--- src/rtl/fp_div_seq_ctrl_if.sv ---
// Operand/result handshake bundle for the sequenced floating-point divider.
// Producer side drives a/b with in_valid and takes c with out_ready.
// Divider side answers with in_ready, out_valid, c and busy.
interface fp_div_seq_ctrl_if #(
  parameter int N = 23,
  parameter int M = 8
);
  logic           in_valid;
  logic           in_ready;
  logic [N+M:0]   a;
  logic [N+M:0]   b;
  logic           out_valid;
  logic           out_ready;
  logic [N+M:0]   c;
  logic           busy;

  modport master (
    output in_valid, a, b, out_ready,
    input  in_ready, out_valid, c, busy
  );

  modport slave (
    input  in_valid, a, b, out_ready,
    output in_ready, out_valid, c, busy
  );
endinterface

--- src/rtl/fp_div_seq_ctrl.sv ---
// Sequenced IEEE-754 divider, restoring mantissa divide at one quotient bit per cycle, truncating.
// Latency: result valid N+3 edges after accept (2 edges for special operands when enabled).
// Backpressure: c held while out_valid & !out_ready; in_ready low from accept to output handshake.
// Optional FP_DIV_SPECIAL_EN: zero/inf/NaN classification plus exponent overflow/underflow clamping.
module fp_div_seq_ctrl #(
  parameter int N = 23,
  parameter int M = 8
) (
  input  logic            clk,
  input  logic            rst_n,
  fp_div_seq_ctrl_if.slave bus
);
  localparam int W    = N + M + 1;
  localparam int CW   = $clog2(N + 2);
  localparam logic [M+1:0] BIAS_E = (M+2)'(2**(M-1) - 1);
  localparam logic [M+1:0] ONE_E  = (M+2)'(1);

  localparam logic [1:0] S_IDLE = 2'd0;
  localparam logic [1:0] S_ITER = 2'd1;
  localparam logic [1:0] S_NORM = 2'd2;
  localparam logic [1:0] S_DONE = 2'd3;

  logic [1:0]        state;
  logic [CW-1:0]     cnt;
  logic              sign;
  logic [N:0]        mb;
  logic [N+1:0]      rem;
  logic [N+1:0]      q;
  logic signed [M+1:0] e;
  logic [W-1:0]      c_q;
  logic              out_valid_q;

  logic              accept;
  logic              rem_ge;
  logic [N+1:0]      rem_sub;
  logic [N+1:0]      rem_nxt;
  logic [N-1:0]      frac_n;
  logic signed [M+1:0] exp_n;
  logic [W-1:0]      norm_res;

  logic [M-1:0]      a_exp, b_exp;

  assign a_exp  = bus.a[N+M-1:N];
  assign b_exp  = bus.b[N+M-1:N];
  assign accept = bus.in_valid && (state == S_IDLE);

  assign bus.in_ready  = (state == S_IDLE);
  assign bus.busy      = (state != S_IDLE);
  assign bus.out_valid = out_valid_q;
  assign bus.c         = c_q;

`ifdef FP_DIV_SPECIAL_EN
  logic [N-1:0] a_frac, b_frac;
  logic a_zero, a_inf, a_nan, b_zero, b_inf, b_nan;
  logic spec_now;
  logic [W-1:0] spec_now_res;
  logic spec_vld;
  logic [W-1:0] spec_res;

  assign a_frac = bus.a[N-1:0];
  assign b_frac = bus.b[N-1:0];
  assign a_zero = (a_exp == '0);
  assign b_zero = (b_exp == '0);
  assign a_inf  = (&a_exp) && (a_frac == '0);
  assign b_inf  = (&b_exp) && (b_frac == '0);
  assign a_nan  = (&a_exp) && (a_frac != '0);
  assign b_nan  = (&b_exp) && (b_frac != '0);

  // Classify the incoming pair; NaN outcomes take priority over inf, inf over zero.
  always_comb begin
    logic s;
    s            = bus.a[N+M] ^ bus.b[N+M];
    spec_now     = 1'b1;
    spec_now_res = '0;
    if (a_nan || b_nan || (a_zero && b_zero) || (a_inf && b_inf))
      spec_now_res = {1'b0, {M{1'b1}}, 1'b1, {(N-1){1'b0}}};
    else if ((b_zero && !a_zero) || a_inf)
      spec_now_res = {s, {M{1'b1}}, {N{1'b0}}};
    else if (a_zero || b_inf)
      spec_now_res = {s, {M{1'b0}}, {N{1'b0}}};
    else
      spec_now = 1'b0;
  end
`endif

  // One restoring-divide step: trial subtract, keep or restore, shift left.
  always_comb begin
    rem_ge  = (rem >= {1'b0, mb});
    rem_sub = rem - {1'b0, mb};
    rem_nxt = rem_ge ? (rem_sub << 1) : (rem << 1);
  end

  // Normalise the quotient (it lies in (0.5, 2)) and assemble the packed result.
  always_comb begin
    frac_n = q[N+1] ? q[N:1] : q[N-1:0];
    exp_n  = q[N+1] ? e : (e - ONE_E);
`ifdef FP_DIV_SPECIAL_EN
    if (spec_vld)
      norm_res = spec_res;
    else if (exp_n >= $signed({2'b00, {M{1'b1}}}))
      norm_res = {sign, {M{1'b1}}, {N{1'b0}}};
    else if (exp_n <= $signed((M+2)'(0)))
      norm_res = {sign, {M{1'b0}}, {N{1'b0}}};
    else
      norm_res = {sign, exp_n[M-1:0], frac_n};
`else
    norm_res = {sign, exp_n[M-1:0], frac_n};
`endif
  end

  // Control FSM and datapath registers.
  always_ff @(posedge clk or negedge rst_n) begin
    if (!rst_n) begin
      state       <= S_IDLE;
      cnt         <= '0;
      sign        <= 1'b0;
      mb          <= '0;
      rem         <= '0;
      q           <= '0;
      e           <= '0;
      c_q         <= '0;
      out_valid_q <= 1'b0;
`ifdef FP_DIV_SPECIAL_EN
      spec_vld    <= 1'b0;
      spec_res    <= '0;
`endif
    end else begin
      case (state)
        S_IDLE: begin
          if (accept) begin
            sign  <= bus.a[N+M] ^ bus.b[N+M];
            mb    <= {1'b1, bus.b[N-1:0]};
            rem   <= {1'b0, 1'b1, bus.a[N-1:0]};
            q     <= '0;
            e     <= {2'b00, a_exp} - {2'b00, b_exp} + BIAS_E;
            cnt   <= CW'(N + 1);
`ifdef FP_DIV_SPECIAL_EN
            spec_vld <= spec_now;
            spec_res <= spec_now_res;
            state    <= spec_now ? S_NORM : S_ITER;
`else
            state <= S_ITER;
`endif
          end
        end
        S_ITER: begin
          rem <= rem_nxt;
          q   <= {q[N:0], rem_ge};
          if (cnt == '0)
            state <= S_NORM;
          else
            cnt <= cnt - CW'(1);
        end
        S_NORM: begin
          c_q         <= norm_res;
          out_valid_q <= 1'b1;
          state       <= S_DONE;
        end
        default: begin
          if (bus.out_ready) begin
            out_valid_q <= 1'b0;
            state       <= S_IDLE;
          end
        end
      endcase
    end
  end
endmodule

--- src/flat_wrapper.sv ---
// flat-port wrapper written by rule: the top's interface ports become plain ports
module fp_div_seq_ctrl_flat 
#(
  parameter int N = 23,
  parameter int M = 8
)
  (clk, rst_n, bus_in_valid, bus_a, bus_b, bus_out_ready, bus_in_ready, bus_out_valid, bus_c, bus_busy);
  fp_div_seq_ctrl_if #(.N(N), .M(M)) bus_i ();
  input  logic clk;
  input  logic rst_n;
  input wire logic [$bits(bus_i.in_valid)-1:0] bus_in_valid;
  input wire logic [$bits(bus_i.a)-1:0] bus_a;
  input wire logic [$bits(bus_i.b)-1:0] bus_b;
  input wire logic [$bits(bus_i.out_ready)-1:0] bus_out_ready;
  output wire logic [$bits(bus_i.in_ready)-1:0] bus_in_ready;
  output wire logic [$bits(bus_i.out_valid)-1:0] bus_out_valid;
  output wire logic [$bits(bus_i.c)-1:0] bus_c;
  output wire logic [$bits(bus_i.busy)-1:0] bus_busy;
  assign bus_i.in_valid = bus_in_valid;
  assign bus_i.a = bus_a;
  assign bus_i.b = bus_b;
  assign bus_i.out_ready = bus_out_ready;
  assign bus_in_ready = bus_i.in_ready;
  assign bus_out_valid = bus_i.out_valid;
  assign bus_c = bus_i.c;
  assign bus_busy = bus_i.busy;
  fp_div_seq_ctrl #(.N(N), .M(M)) u_core (.clk(clk), .rst_n(rst_n), .bus(bus_i));
endmodule
--- config.mk ---
export PLATFORM = sky130hd
export DESIGN_NAME = fp_div_seq_ctrl_flat
export DESIGN_NICKNAME = d
export VERILOG_FILES = /design/src/rtl/fp_div_seq_ctrl_if.sv /design/src/rtl/fp_div_seq_ctrl.sv /design/src/flat_wrapper.sv
export SDC_FILE = /design/constraint.sdc
export NUM_CORES = 1
export LEC_CHECK = 0
export CELL_PAD_IN_SITES_DETAIL_PLACEMENT = 1
export CELL_PAD_IN_SITES_GLOBAL_PLACEMENT = 2
export CORE_ASPECT_RATIO = 0.5
export CORE_MARGIN = 5
export CORE_UTILIZATION = 37
export DETAILED_ROUTE_END_ITERATION = 8
export GPL_ROUTABILITY_DRIVEN = 0
export PLACE_DENSITY = 0.93
export SYNTH_ARGS = -nofsm -noshare
export SYNTH_HDL_FRONTEND = slang
export SYNTH_SLANG_ARGS = --single-unit
--- constraint.sdc ---
create_clock -name clk -period 7.9 [get_ports clk]
set_input_delay 1.58 -clock clk [delete_from_list [all_inputs] [get_ports clk]]
set_output_delay 1.58 -clock clk [all_outputs]
set_load 0.03 [all_outputs]
==> results of run 1 <==
==> placed cells by master, fill, tap and decap left out, types with 3 or more instances in the layout <==
| cell type | count |
|---|---|
| dfrtp_1 | 123 |
| nand2_1 | 50 |
| clkbuf_16 | 17 |
| nor3b_1 | 4 |
| o22ai_1 | 14 |
| clkinv_4 | 5 |
| clkdlybuf4s50_1 | 101 |
| a21o_1 | 9 |
| buf_4 | 7 |
| o221ai_1 | 3 |
| mux2i_1 | 29 |
| mux2_2 | 32 |
| o21ai_0 | 46 |
| nor3_1 | 22 |
| inv_1 | 49 |
| a22o_1 | 25 |
| nand2b_1 | 4 |
| o21bai_1 | 5 |
| clkinv_2 | 4 |
| o21ai_1 | 5 |
| a21oi_1 | 88 |
| a211oi_1 | 5 |
| a31oi_1 | 6 |
| nand4_1 | 3 |
| nor2b_1 | 4 |
| and3_1 | 4 |
| and2_1 | 3 |
| nor2_1 | 70 |
| or3_1 | 6 |
| ha_1 | 42 |
| nand3_1 | 7 |
| xor2_1 | 6 |
| xnor2_1 | 24 |
==> metal layers <==
metal / up-vias / share of wire, % / routed length, um / track usage [%]
li1: 2874 / - / - / -
met1: 2983 / 46 / 9320 / 24.0
met2: 80 / 50 / 9970 / 32.2
met3: 22 / 2.6 / 527 / 3.57
met4: 0 / 1.4 / 290 / 5.50
met5: - / 0 / 0 / 0
==> worst max-delay path, cell delays in order, from the launching register on <==
cell and delay (ns):
dfrtp_1 0.39, inv_1 0.11, ha_1 0.53, inv_1 0.32, clkdlybuf4s50_1 0.67
==> flip-flops by register name (all words and copies together) (netlist names) <==
signal	flops
u_core.bus.c	32
u_core.rem	25
u_core.mb	24
u_core.e	8
u_core.cnt	5
u_core.sign	1
u_core.state	2
u_core.q	25
u_core.bus.out_valid	1
==> area by class of cell <==
cell class,count,area (um^2)
Clock buffer,17,425
Clock inverter,15,141
Fill cell,2170,9730
Inverter,49,184
Multi-Input combinational cell,548,3750
Sequential cell,123,3080
Tap cell,259,324
Timing Repair Buffer,108,1060
==> report_power, final <==
part	total, uW	internal (uW)	switching, uW
clock network	766	438	328
registers	1130	909	218
logic	2670	1070	1590
total	4560	2420	2140
==> final timing paths <==
check                                                 start                          end  slack [ns]  depth (start not counted)
worst max register to register   u_core.rem[16]$_DFFE_PN0P_   u_core.rem[15]$_DFFE_PN0P_        4.46                         10
min in group asynchronous                             rst_n     u_core.mb[3]$_DFFE_PN0P_        1.16                          1
worst min register to register    u_core.mb[23]$_DFFE_PN0P_    u_core.mb[23]$_DFFE_PN0P_        0.46                          2
worst max-delay path            u_core.state[0]$_DFFE_PN0P_                     bus_busy        3.86                          4
worst min-delay path              u_core.mb[23]$_DFFE_PN0P_    u_core.mb[23]$_DFFE_PN0P_        0.46                          2
max in group asynchronous                             rst_n  u_core.bus.c[0]$_DFFE_PN0P_        5.26                          2
==> cell families (layout without fill, tap and decap cells) <==
family	after synthesis	count (layout)	synth area share [%]
DFF	123	123	43.0
adders and majority gates	45	45	8.08
xor gates and xnor gates	30	30	3.67
muxes	61	61	9.09
AOI/OAI and AO/OA	223	223	19.0
buffers and inverters	86	189	4.86
and+or+nand+nor	189	189	12.3
==> through the flow <==
stage,setup slack (ns),total power (uW),hold WS [ns]
CTS,3.88,4590,0.473
detailed placement,3.62,3780,0.457
global placement,3.73,3680,0.438
global route,3.77,4950,0.508
finish,3.86,4560,0.462
floorplan,4.47,3050,0.418
==> impl_metrics.env, run 1 <==
export IMPL_synth_fp_nets=870
export IMPL_worstSkewPairLatency_ns=0.43
export IMPL_synth_top_flop_cell="dfrtp_1"
export IMPL_antenna_cells=0
export IMPL_place_area_mm2=0.00840
export IMPL_post_route_period_util_pct=51.1
export IMPL_die_w_um=207
export IMPL_clkTransAtPathRegs_ns=0.06
export IMPL_drt_pass1_iter_count=4
export IMPL_hold_violations=0
export IMPL_yosysMostFrequentCell="dfrtp_1"
export IMPL_finish_utilization_pct=47.9
export IMPL_grt_pass1_vias=6418
export IMPL_status="finished clean"
export IMPL_maxSlewViolCount=0
export IMPL_cts_resized=0
export IMPL_grt_overflow=0
export IMPL_grt_pass1_wl_um=33300
export IMPL_synth_edf_count=0
export IMPL_ios=103
export IMPL_cts_tree="built"
export IMPL_final_nets=960
export IMPL_die_area_mm2=0.0224
export IMPL_grt_use_total_pct=18.6
export IMPL_via_count=5959
export IMPL_detail_route_wl_per_cell_um=18.0
export IMPL_yosysSeqAreaShare_pct=43.0
export IMPL_cts_root_buf="clkbuf_16"
export IMPL_portBuffers=102
export IMPL_cts_hold_buffers=0
export IMPL_fmax_mhz=248
export IMPL_drtIter0Drc=203
export IMPL_rsz0062_at_grt="false"
export IMPL_relSlewSlack_pct=22.8
export IMPL_core_rowCount=35
export IMPL_fin_crit_ns=4.04
export IMPL_fin_worst_skew_ns=0.0127
export IMPL_worstSetupStartpointType="flip-flop"
export IMPL_ys_ff_latch=123
export IMPL_h_tree_depth=4
export IMPL_end_kind="output pin"
export IMPL_netlist_area_mm2=0.00715
export IMPL_ant_nets=0
export IMPL_required_ns=6.32
export IMPL_postCtsSetupBuffers=0
export IMPL_syn_inst=757
export IMPL_yosys_warnings=0
export IMPL_synth_cell_type_count=56
export IMPL_drive_gt1_share_pct=9.65
export IMPL_cts_buffer_depth=2
export IMPL_fin_area_mm2=0.00896
export IMPL_fin_tns_setup_ns=0
export IMPL_hp_class="flip-flop to flip-flop"
export IMPL_grt_start_max_net_pins=79
export IMPL_tightest_slew_ns=1.15
export IMPL_power_leakage_uw=0.00384
export IMPL_numClockSinks=123
export IMPL_ir_worst_vdd_mv=0.194
export IMPL_cellPowerDensity_mw_per_mm2=508
export IMPL_dp_hpwl_um=14000
export IMPL_synth_area_per_cell_um2=9.45
export IMPL_core_mm2=0.0187
export IMPL_synth_top_area_cell="dfrtp_1"
export IMPL_path_max_fanout=14
export IMPL_synth_common_cells="dfrtp_1 (123), a21oi_1 (88), nor2_1 (71)"
export IMPL_synth_area_top_cells="dfrtp_1 (43%), ha_1 (7.5%), a21oi_1 (6.2%)"
export IMPL_antenna_found_initial=0
export IMPL_vias_per_cell=5.33
export IMPL_fin_cells=1119
export IMPL_max_cap_violations=0
export IMPL_cts_buffers=17
export IMPL_area_delta_synth_final_pct=25.3
export IMPL_start_util_pct=38.3
export IMPL_drc=0
export IMPL_wirelength_um=20100
export IMPL_synth_top_area_share_pct=43.0
export IMPL_worstPathArrival_ns=2.46
export IMPL_placed_cells=1087
export IMPL_die_y_um=108
export IMPL_synthArstFlopShare_pct=100
export IMPL_worstSetupPathType="flip-flop to output pin"
export IMPL_setup_viol=0
No activity file was read; power rests on OpenSTA's default activity.
==> run 2: changes to the inputs <==
--- a/config.mk
+++ b/config.mk
@@ -9,10 +9,10 @@
 export CELL_PAD_IN_SITES_GLOBAL_PLACEMENT = 2
 export CORE_ASPECT_RATIO = 0.5
 export CORE_MARGIN = 5
-export CORE_UTILIZATION = 37
+export CORE_UTILIZATION = 31
 export DETAILED_ROUTE_END_ITERATION = 8
 export GPL_ROUTABILITY_DRIVEN = 0
-export PLACE_DENSITY = 0.93
+export PLACE_DENSITY = 0.84
 export SYNTH_ARGS = -nofsm -noshare
 export SYNTH_HDL_FRONTEND = slang
 export SYNTH_SLANG_ARGS = --single-unit
==> constraint.sdc (replaced) <==
create_clock -name clk -period 3.48 [get_ports clk]
set_input_delay 0.696 -clock clk [delete_from_list [all_inputs] [get_ports clk]]
set_output_delay 0.696 -clock clk [all_outputs]
set_load 0.03 [all_outputs]
==> run 2 against run 1 <==
Against the previous run: die area is 18% higher; via count shrank 0.27%; power increased by 130%; routed wire length is 1.5% lower; combinational power increased by 130%; register-to-register slack worse by 3.9 ns; hold slack worse by 0.19 ns; sequential share of layout area decreased by 0.85 points; critical endpoint is now u_core.rem[17]$_DFFE_PN0P_; largest power group unchanged; highest routed layer unchanged.
==> impl_metrics.env, run 2 (same netlist as run 1, synthesis figures left out) <==
export IMPL_ant_nets=0
export IMPL_fin_area_mm2=0.00919
export IMPL_wirelength_um=19800
export IMPL_grt_pass1_wl_um=33300
export IMPL_ios=103
export IMPL_status="finished clean"
export IMPL_finish_utilization_pct=40.4
export IMPL_area_delta_synth_final_pct=28.5
export IMPL_rsz0062_at_grt="false"
export IMPL_antenna_cells=0
export IMPL_path_max_fanout=5
export IMPL_cts_root_buf="clkbuf_16"
export IMPL_power_frac_seq_pct=24.0
export IMPL_max_cap_violations=0
export IMPL_layout_common_cells="dfrtp_1 (123), clkdlybuf4s50_1 (101), a21oi_1 (88)"
export IMPL_multiInputGateArea_mm2=0.00374
export IMPL_p_clk_share_pct=17.3
export IMPL_required_ns=3.82
export IMPL_largest_reg_flops=32
export IMPL_die_w_um=225
export IMPL_portBuffers=102
export IMPL_totalPowerFinal_uw=10600
export IMPL_grt_pass1_vias=6575
export IMPL_post_route_period_util_pct=83.8
export IMPL_core_rowCount=39
export IMPL_reg2reg_from="u_core.rem[2]$_DFFE_PN0P_"
export IMPL_dr_wl_met3_um=604
export IMPL_r2r_end="u_core.rem[17]$_DFFE_PN0P_"
export IMPL_numClockSinks=123
export IMPL_cts_hold_buffers=0
export IMPL_switching_share_pct=45.6
export IMPL_drc=0
export IMPL_maxSlewViolCount=0
export IMPL_met2WireLength_um=9550
export IMPL_cellPowerDensity_mw_per_mm2=1150
export IMPL_drive_gt1_share_pct=10.9
export IMPL_via_count=5943
export IMPL_cts_buffer_depth=2
export IMPL_p_comb_share_pct=58.7
export IMPL_power_leakage_uw=0.00393
export IMPL_grt_use_total_pct=15.5
export IMPL_postCtsSetupBuffers=0
export IMPL_fillCellCount=2600
export IMPL_die_area_mm2=0.0264
export IMPL_fmax_mhz=343
export IMPL_drtIter0Drc=351
export IMPL_worstSetupPathType="flip-flop to flip-flop"
export IMPL_placed_cells=1148
export IMPL_grt_overflow=0
export IMPL_clkTransAtPathRegs_ns=0.06
export IMPL_end_kind="flip-flop"
export IMPL_tightest_slew_ns=0.769
export IMPL_detail_route_wl_per_cell_um=16.8
export IMPL_rr_worst_depth=9
export IMPL_crit_end="u_core.rem[17]$_DFFE_PN0P_"
export IMPL_fin_cells=1180
export IMPL_setup_viol=0
export IMPL_start_util_pct=31.5
export IMPL_core_mm2=0.0227
export IMPL_dp_hpwl_um=14400
export IMPL_fin_crit_ns=2.91
export IMPL_p_switching_uw=4830
export IMPL_worstSetupStartpointType="flip-flop"
export IMPL_die_y_um=117
export IMPL_dr_max_layer_used="met4"
export IMPL_fin_tns_setup_ns=0
export IMPL_p_int_uw=5760
export IMPL_worstPathArrival_ns=3.26
export IMPL_h_tree_depth=4
export IMPL_regArea_mm2=0.00308
export IMPL_wl_met1_um=9300
export IMPL_hp_class="primary input to asynchronous set/reset pin"
export IMPL_place_area_mm2=0.00859
export IMPL_cts_buffers=17
export IMPL_grt_start_max_net_pins=62
export IMPL_ir_worst_vdd_mv=0.514
export IMPL_cts_resized=0
export IMPL_rrSetupSlack_ns=0.57
export IMPL_drt_pass1_iter_count=4
export IMPL_final_nets=973
export IMPL_worstSkewPairLatency_ns=0.43
export IMPL_vias_per_cell=5.04
export IMPL_antenna_found_initial=0
export IMPL_hold_violations=0
export IMPL_cts_tree="built"
export IMPL_relSlewSlack_pct=48.6
export IMPL_mostFrequentLayoutCell="dfrtp_1"
export IMPL_critPathLaunch="u_core.rem[2]$_DFFE_PN0P_"
export IMPL_fin_worst_skew_ns=0.0107
## run 2: layer usage
| metal | GRT usage, % | up-vias |
|---|---|---|
| met5 | 0 | - |
| met4 | 5.40 | 0 |
| met3 | 3.67 | 24 |
| met2 | 25.3 | 78 |
| met1 | 20.1 | 2936 |
| li1 | - | 2905 |
## run 2: worst min path at each step
stage | to | slack [ns] | depth (start not counted)
4_1_cts | u_core.rem[1]$_DFFE_PN0P_ | 0.28 | 1
5_1_grt | u_core.rem[1]$_DFFE_PN0P_ | 0.32 | 1
6_report | u_core.rem[1]$_DFFE_PN0P_ | 0.27 | 1
2_1_floorplan | u_core.bus.c[0]$_DFFE_PN0P_ | 0.40 | 0
3_5_place_dp | u_core.mb[23]$_DFFE_PN0P_ | 0.44 | 2
3_3_place_gp | u_core.mb[23]$_DFFE_PN0P_ | 0.43 | 2
## run 2: cell type report
cell class | count | area share (%)
timing repair buffer | 121 | 13.0
inverter | 49 | 2.00
sequential | 123 | 33.5
clock buffer | 20 | 5.08
tap | 307 | 4.18
multi-input combinational | 548 | 40.7
clock inverter | 12 | 1.48
## run 2: metrics by stage
step / hold WS [ns] / worst slack (ns)
2_1_floorplan: 0.400 / 0.933
3_3_place_gp: 0.434 / 0.348
3_5_place_dp: 0.442 / 0.271
4_1_cts: 0.280 / 0.522
5_1_grt: 0.316 / 0.309
6_report: 0.271 / 0.565
## run 2: critical path, cell delays in order, from the launching register on
cell and delay (ns):
dfrtp_1 0.40, ha_1 0.35, nor2b_1 0.17, o21ai_0 0.37, a21oi_1 0.17, a211oi_2 0.41, o21ai_0 0.20, a21oi_1 0.22
mux2_2 0.36, nor3_1 0.18
## run 2: power groups by stage
| stage | Clock (uW) | Combinational (uW) | Sequential, uW |
|---|---|---|---|
| 2_1_floorplan | 0 | 4110 | 2810 |
| 3_3_place_gp | 0 | 6070 | 2540 |
| 3_5_place_dp | 0 | 6220 | 2570 |
| 4_1_cts | 1880 | 6270 | 2540 |
| 5_1_grt | 1950 | 6920 | 2620 |
| 6_report | 1830 | 6210 | 2540 |
==> run 3: changes to the inputs <==
--- a/config.mk
+++ b/config.mk
@@ -9,10 +9,10 @@
 export CELL_PAD_IN_SITES_GLOBAL_PLACEMENT = 2
 export CORE_ASPECT_RATIO = 0.5
 export CORE_MARGIN = 5
-export CORE_UTILIZATION = 31
+export CORE_UTILIZATION = 34
 export DETAILED_ROUTE_END_ITERATION = 8
 export GPL_ROUTABILITY_DRIVEN = 0
-export PLACE_DENSITY = 0.84
+export PLACE_DENSITY = 0.87
 export SYNTH_ARGS = -nofsm -noshare
 export SYNTH_HDL_FRONTEND = slang
 export SYNTH_SLANG_ARGS = --single-unit
==> constraint.sdc (replaced) <==
create_clock -name clk -period 2.9 [get_ports clk]
set_input_delay 0.58 -clock clk [delete_from_list [all_inputs] [get_ports clk]]
set_output_delay 0.58 -clock clk [all_outputs]
set_load 0.03 [all_outputs]
==> run 3 against run 2 <==
Against the previous run: combinational power up 23%; register-to-register slack worse by 0.39 ns; core utilization is 4.3 points higher; power up 21%; largest power group unchanged; routed wire length barely moved; count of clock-buffer cells in the layout down 2; critical path type unchanged; clock skew shrank 0.00057 ns; global-route usage up 1.5 points; worst setup slack got worse by 0.39 ns; sequential share of layout area is 0.077 points lower; via count increased by 1.3%; sequential cell count unchanged.
==> impl_metrics.env, run 3 (same netlist as run 1, synthesis figures left out) <==
export IMPL_p_int_uw=7020
export IMPL_worstSetupPathType="flip-flop to flip-flop"
export IMPL_relSlewSlack_pct=50.6
export IMPL_h_tree_depth=4
export IMPL_fin_worst_skew_ns=0.0101
export IMPL_grt_pass1_vias=6818
export IMPL_layout_common_cells="dfrtp_1 (123), clkdlybuf4s50_1 (101), a21oi_1 (88)"
export IMPL_rsz0062_at_grt="false"
export IMPL_area_delta_synth_final_pct=28.8
export IMPL_ant_nets=0
export IMPL_cts_buffer_depth=2
export IMPL_p_comb_share_pct=59.2
export IMPL_dp_hpwl_um=14200
export IMPL_wirelength_um=19800
export IMPL_grt_overflow=0
export IMPL_portBuffers=102
export IMPL_setup_viol=0
export IMPL_core_rowCount=37
export IMPL_mostFrequentLayoutCell="dfrtp_1"
export IMPL_drtIter0Drc=279
export IMPL_fillCellCount=2330
export IMPL_fin_crit_ns=2.72
export IMPL_core_mm2=0.0206
export IMPL_path_max_fanout=34
export IMPL_status="finished clean"
export IMPL_required_ns=3.21
export IMPL_cellPowerDensity_mw_per_mm2=1390
export IMPL_antenna_cells=0
export IMPL_power_frac_seq_pct=23.6
export IMPL_end_kind="flip-flop"
export IMPL_grt_start_max_net_pins=52
export IMPL_detail_route_wl_per_cell_um=17.2
export IMPL_cts_buffers=17
export IMPL_cts_tree="built"
export IMPL_post_route_period_util_pct=93.9
export IMPL_numClockSinks=123
export IMPL_worstPathArrival_ns=3.03
export IMPL_power_leakage_uw=0.00396
export IMPL_tightest_slew_ns=0.740
export IMPL_vias_per_cell=5.22
export IMPL_die_y_um=113
export IMPL_drt_pass1_iter_count=4
export IMPL_maxSlewViolCount=0
export IMPL_worstSkewPairLatency_ns=0.42
export IMPL_ir_worst_vdd_mv=0.566
export IMPL_dp_slack_ns=-0.118
export IMPL_hp_class="primary input to asynchronous set/reset pin"
export IMPL_clkTransAtPathRegs_ns=0.06
export IMPL_final_nets=981
export IMPL_p_switching_uw=5830
export IMPL_drc=0
export IMPL_ios=103
export IMPL_worstSetupStartpointType="flip-flop"
export IMPL_hold_violations=0
export IMPL_antenna_found_initial=0
export IMPL_drive_gt1_share_pct=11.8
export IMPL_die_w_um=215
export IMPL_totalPowerFinal_uw=12900
export IMPL_cts_root_buf="clkbuf_16"
export IMPL_via_count=6022
export IMPL_final_critical_path_setup_slack_ns=0.177
export IMPL_max_cap_violations=0
export IMPL_grt_use_total_pct=16.9
export IMPL_switching_share_pct=45.4
export IMPL_largest_reg_flops=32
export IMPL_p_clk_share_pct=17.2
export IMPL_die_area_mm2=0.0242
export IMPL_fmax_mhz=367
export IMPL_start_util_pct=34.7
export IMPL_postCtsSetupBuffers=0
export IMPL_grt_pass1_wl_um=33900
run 3: changes by cell type in the layout (fill, tap and decap cells not counted), sizes merged:
cell      delta
buf          +8
clkbuf       -2
clkinv       +2
bufinv       +1
clkinvlp     -1
inv          -1
run 3: worst paths after layout:
| kind | startpoint | end | slack, ns | depth (start not counted) |
|---|---|---|---|---|
| max | u_core.rem[20]$_DFFE_PN0P_ | u_core.rem[2]$_DFFE_PN0P_ | 0.18 | 10 |
| min | rst_n | u_core.mb[2]$_DFFE_PN0P_ | 0.20 | 1 |
| max reg2reg | u_core.rem[20]$_DFFE_PN0P_ | u_core.rem[2]$_DFFE_PN0P_ | 0.18 | 10 |
| min reg2reg | u_core.mb[23]$_DFFE_PN0P_ | u_core.mb[23]$_DFFE_PN0P_ | 0.45 | 2 |
| max in group asynchronous | rst_n | u_core.q[2]$_DFFE_PN0P_ | 1.94 | 2 |
| min in group clk | u_core.mb[23]$_DFFE_PN0P_ | u_core.mb[23]$_DFFE_PN0P_ | 0.45 | 2 |
run 3: through the flow:
stage               hold WS, ns  instance area [um^2]  utilization (%)  setup TNS [ns]  cells
floorplan                 0.284                  7150                -               0    757
global placement          0.436                  8610             41.8         -0.0456   1122
detailed placement        0.440                  8610             41.8          -0.118   1122
CTS                       0.241                  9200             44.7               0   1153
global route              0.281                  9210             44.7               0   1153
finish                    0.198                  9210             44.7               0   1153
run 3: repair_timing:
| item | 4_1_cts | 5_1_grt |
|---|---|---|
| endpoints found under the hold margin | 0 | 0 |
| hold buffers | 0 | 0 |
| gates resized for setup | 0 | 5 |
| endpoints found under the setup margin | 0 | 6 |
run 3: worst max-delay path, stage by stage, from the launching register on:
cell     delay (ns)
dfrtp_1        0.43
ha_2           0.41
and4_1         0.26
nand3_1        0.17
or4_1          0.52
nand2_1        0.09
o21ai_2        0.09
buf_12         0.19
nand2_1        0.08
o21ai_1        0.06
a221o_1        0.29
run 3: cell type report:
type | count | area, um^2 | area share (%)
flip-flops and latches | 123 | 3080 | 33.4
inverters | 49 | 184 | 2.00
multi-input cells | 548 | 3750 | 40.8
well taps | 273 | 342 | 3.71
repair buffers | 129 | 1260 | 13.7
clock inverters | 13 | 168 | 1.82
clock buffers | 18 | 429 | 4.66
run 3: routing by layer:
metal / share of wire (%) / global-route usage [%]
met1: 46 / 21.0
met2: 50 / 30.1
met3: 2.6 / 3.56
met4: 1.3 / 4.99
met5: 0 / 0
run 3: power by group through the flow:
stage	Combinational [uW]	Sequential, uW	Clock [uW]
after floorplan	4930	3370	0
after global placement	7330	3030	0
after detailed placement	7530	3070	0
after CTS	7620	3040	2250
after global routing	8460	3150	2330
final	7610	3040	2210
